File: config.mk
export PLATFORM = sky130hd
export DESIGN_NAME = unidade_controle_jogo
export DESIGN_NICKNAME = d
export VERILOG_FILES = /design/src/rtl/unidade_controle_jogo.sv
export SDC_FILE = /design/constraint.sdc
export NUM_CORES = 1
export LEC_CHECK = 0
export CORE_MARGIN = 8
export CORE_UTILIZATION = 49
export CTS_CLUSTER_SIZE = 10
export DETAILED_ROUTE_END_ITERATION = 16
export GPL_TIMING_DRIVEN = 0
export HOLD_SLACK_MARGIN = 0.06
export PLACE_DENSITY = 0.86
export SLEW_MARGIN = 20
export SYNTH_ARGS = -nofsm -noshare
export SYNTH_HDL_FRONTEND = slang
export SYNTH_SLANG_ARGS = --single-unit
File: constraint.sdc
create_clock -name clock -period 2.32 [get_ports clock]
set_input_delay 0.348 -clock clock [delete_from_list [all_inputs] [get_ports clock]]
set_output_delay 0.348 -clock clock [all_outputs]
set_load 0.01 [all_outputs]
File: src/rtl/unidade_controle_jogo.sv
`default_nettype none
// +--------------------------------------------------------------------------+
// | unidade_controle_jogo: Moore control FSM sequencing the memory-game      |
// | datapath (clear, wait play, latch, compare, advance, timeout).           |
// | Revision: 1.0                                                            |
// +--------------------------------------------------------------------------+
module unidade_controle_jogo #(
    parameter int TIMEOUT = 5000,
    parameter int TW      = 13
) (
    input  logic       clock,
    input  logic       reset,
    input  logic       iniciar,
    input  logic       jogada_feita,
    input  logic       igual,
    input  logic       fimC,
    output logic       zeraC,
    output logic       contaC,
    output logic       zeraR,
    output logic       registraR,
    output logic       pronto,
    output logic       acertou,
    output logic       errou,
    output logic       timeout,
    output logic [3:0] db_estado
);

    typedef enum logic [3:0] {
        INICIAL     = 4'b0000,
        PREPARACAO  = 4'b0001,
        ESPERA      = 4'b0010,
        REGISTRA    = 4'b0100,
        COMPARACAO  = 4'b0101,
        PROXIMO     = 4'b0110,
        FIM_ACERTO  = 4'b1010,
        FIM_ERRO    = 4'b1110,
        FIM_TIMEOUT = 4'b1101
    } estado_t;

    localparam logic [TW-1:0] TIMER_MAX = TW'(TIMEOUT - 1);

    estado_t       estado;
    estado_t       prox_estado;
    logic [TW-1:0] timer;
    logic          timer_fim;

    assign timer_fim = (timer == TIMER_MAX);
    assign db_estado = estado;

    always_ff @(posedge clock) begin
        if (!reset) begin
            estado <= INICIAL;
        end else begin
            estado <= prox_estado;
        end
    end

    // Saturates at TIMEOUT-1 so a held espera can never wrap back to zero.
    always_ff @(posedge clock) begin
        if (!reset) begin
            timer <= '0;
        end else if (estado != ESPERA) begin
            timer <= '0;
        end else if (!timer_fim) begin
            timer <= timer + 1'b1;
        end
    end

    always_comb begin
        prox_estado = INICIAL;
        case (estado)
            INICIAL:     prox_estado = iniciar ? PREPARACAO : INICIAL;
            PREPARACAO:  prox_estado = ESPERA;
            ESPERA: begin
                if (jogada_feita)   prox_estado = REGISTRA;
                else if (timer_fim) prox_estado = FIM_TIMEOUT;
                else                prox_estado = ESPERA;
            end
            REGISTRA:    prox_estado = COMPARACAO;
            COMPARACAO: begin
                if (!igual)    prox_estado = FIM_ERRO;
                else if (fimC) prox_estado = FIM_ACERTO;
                else           prox_estado = PROXIMO;
            end
            PROXIMO:     prox_estado = ESPERA;
            FIM_ACERTO:  prox_estado = iniciar ? PREPARACAO : FIM_ACERTO;
            FIM_ERRO:    prox_estado = iniciar ? PREPARACAO : FIM_ERRO;
            FIM_TIMEOUT: prox_estado = iniciar ? PREPARACAO : FIM_TIMEOUT;
            default:     prox_estado = INICIAL;
        endcase
    end

    always_comb begin
        zeraC     = 1'b0;
        contaC    = 1'b0;
        zeraR     = 1'b0;
        registraR = 1'b0;
        pronto    = 1'b0;
        acertou   = 1'b0;
        errou     = 1'b0;
        timeout   = 1'b0;
        case (estado)
            PREPARACAO: begin
                zeraC = 1'b1;
                zeraR = 1'b1;
            end
            REGISTRA:   registraR = 1'b1;
            PROXIMO:    contaC = 1'b1;
            FIM_ACERTO: begin
                pronto  = 1'b1;
                acertou = 1'b1;
            end
            FIM_ERRO: begin
                pronto = 1'b1;
                errou  = 1'b1;
            end
            FIM_TIMEOUT: begin
                pronto  = 1'b1;
                errou   = 1'b1;
                timeout = 1'b1;
            end
            default: ;
        endcase
    end

endmodule
`default_nettype wire

==> reports/qor.txt <==
Crit Path Class = reg2out
Skew-Pair Late Insertion Delay = 0.29 ns
WL/cell = 11.9 um
Share of layout cells above drive strength 1 = 0.0576
Power density over the cells = 470 nW/um2
Ports = 18
First-pass GRT wire length = 3.14 mm
Die span in y = 59.1 um
CTS tree = yes
Reg2Reg Depth = 4
Hold Crit Class = reg2reg
CP endpoint kind = output port
Gpl congestion = 0.857
Max-Cap Viols = 0
Worst Skew = 0.00538 ns
Total Power = 0.000533 W
Port Buffers = 17
Design Area, Final = 1130 um2
Number of enable flip-flop cells after synthesis = 0
DR DRC count = 0
Die X = 59.1 um
Vias in the first global route = 787
Status = complete, no violations
Syn Std Cell Area = 911 um2
Seq. cell area = 340 um2
FF-to-FF Start = timer[3]
Ys flop type = dfxtp_1
Yosys reg bits = 17
GRT Util Overall = 0.114
DR iter-0 viols = 12
Leakage Power = 0.362 nW
Area of the multi-input gates = 526 um2
Slew Limit Fails = 0
Hold Crit Start = timer[2]
Post-DP HPWL = 1.52 mm
Placed cell area = 1110 um2
Post-synth cell types = 28
Asr flop ratio synth = 0
Area grow syn2layout = 24.3%
Data required time of the critical path = 1.97 ns
CP Launch Type = register
Routed WL = 1.95 mm
CTS Buf Count = 3
Num Clock Sinks = 17
Initial core utilization = 0.522
Worst-path fanout max = 10
ANT cells = 0
VDD IR-drop max = 0.000398 V
Syn nets = 127
Clk pin slew, worst setup/hold paths = 0.10 ns
Largest net degree at the start of global routing = 11
Post-route ant nets = 0
Core Footprint = 1750 um2
RR Endpoint = timer[1]
Period utilization = 0.926
Placement row count = 15
Unrepaired setup endpoints after global routing = no
Avg Cell Area, Syn = 7.59 um2
DR pass1 iterations = 4
Fin Setup TNS = 0 ns
Total Nets Final = 147
Via density per instance = 5.26
Worst slew pin tran = 0.443 ns
Ys Warns = 0
Hold-critical path depth = 2
WP data arrival = 1.80 ns
Final setup vio count = 0
Max H-tree Level = 1
Initial antenna violation count = 0
Min cycle time layout = 2.15 ns
Final-layout fill cell count = 150
Max_slew headroom = 0.702
Post-Synthesis Cells = 120
Sequential share of the synthesized area = 0.374
R2R setup slack = 0.50 ns
Post-CTS Setup Inserts = 0
Die area = 3490 um2
Root Driver = clkbuf_4
Worst Hold End = timer[2]
Max Fclk = 466 MHz
Total global routing overflow = 0
Final hold violation count = 0
Clock buffer depth = 2
Total number of vias = 862
Worst hold slack = 0.526 ns
[synthesized netlist by cell type (2+ instances only)]
cell / number / area (um2)
nand4_1: 3 / 18.8
xnor2_1: 7 / 61.3
or3_1: 2 / 12.5
dfxtp_1: 17 / 340
o21ai_0: 3 / 15.0
nor3_1: 9 / 45.0
nor2_1: 20 / 75.1
nor2b_1: 2 / 12.5
nand2b_1: 2 / 12.5
nor4_1: 2 / 12.5
a21oi_1: 12 / 60.1
xor2_1: 3 / 26.3
nand3_1: 3 / 15.0
nand2_1: 13 / 48.8
clkbuf_1: 5 / 18.8
inv_1: 5 / 18.8
[power by group]
part	internal [W]	leakage [nW]	switching (W)	total, W
Combinational	0.0000385	0.210	0.0000337	0.0000722
Clock	0.0000669	0.0150	0.0000902	0.000157
Sequential	0.000296	0.137	0.00000711	0.000303
Total	0.000402	0.362	0.000131	0.000533
[worst max path at each step]
stage | from | to | slack (ns) | depth (start not counted)
finish | db_estado[0] | zeraR | 0.17 | 5
CTS | db_estado[0] | zeraR | 0.02 | 5
detailed placement | db_estado[0] | zeraR | 0.35 | 5
global route | db_estado[0] | zeraR | 0.03 | 5
floorplan | timer[3] | timer[1] | 0.64 | 4
global placement | db_estado[0] | zeraR | 0.34 | 5
[layer usage]
layer,part of all wire,vias to the layer above,track usage
li1,-,446,-
met3,0.073,5,0.0325
met1,0.43,390,0.109
met2,0.48,21,0.217
met4,0.015,0,0.0512
met5,0,-,0
[state kept, by name (all words and copies together), names as in the netlist]
| name | flops |
|---|---|
| db_estado | 4 |
| timer | 13 |
[stage by stage]
step | util | std cells | setup slack (ns)
CTS | 0.652 | 166 | 0.0218
detailed placement | 0.637 | 162 | 0.347
finish | 0.649 | 164 | 0.172
global route | 0.649 | 164 | 0.0320
floorplan | - | 120 | 0.637
global placement | 0.637 | 162 | 0.337
[cell families (layout without fill, tap and decap cells)]
group,Yosys count,count (layout),share of synthesized area
AND/OR/NAND/NOR,61,61,0.338
AO/OA/AOI/OAI,19,19,0.118
flip-flops,17,17,0.374
buffers and inverters,11,30,0.0495
XOR/XNOR,10,10,0.0962
adder cells (fa/ha/maj),1,1,0.0137
multiplexers,1,1,0.0110
[placed cells by master (no fill, tap or decap)]
master	instances
a21oi_1	12
a2bb2oi_1	1
and2_1	1
buf_4	1
clkbuf_1	3
clkbuf_2	1
clkbuf_4	3
clkdlybuf4s50_1	17
dfxtp_1	17
ha_1	1
inv_1	5
mux2i_1	1
nand2_1	13
nand2b_1	2
nand3_1	3
nand3b_1	1
nand4_1	3
nor2_1	20
nor2_2	1
nor2b_1	2
nor3_1	9
nor4_1	2
nor4_4	1
o21ai_0	3
o22a_1	1
o22ai_1	1
o31a_1	1
or3_1	2
or4b_4	1
xnor2_1	7
xor2_1	3
[layout make-up]
class	count	area share
plain buffers	4	0.0177
clock buffers	4	0.0232
inverters	5	0.0166
multi-input cells	92	0.464
flip-flops and latches	17	0.301
well taps	25	0.0276
repair buffers	17	0.150
[what timing repair did]
item	CTS	global route
gates resized for setup	0	2
hold buffers	0	0
endpoints found under the setup margin	0	6
[worst max-delay path, cell delays in order (launching register included)]
cell and delay [ns]:
dfxtp_1 0.35, clkbuf_2 0.21, nand2_1 0.10, nor3_1 0.19
buf_4 0.14, clkdlybuf4s50_1 0.52
(Power assumes the default switching activity.)
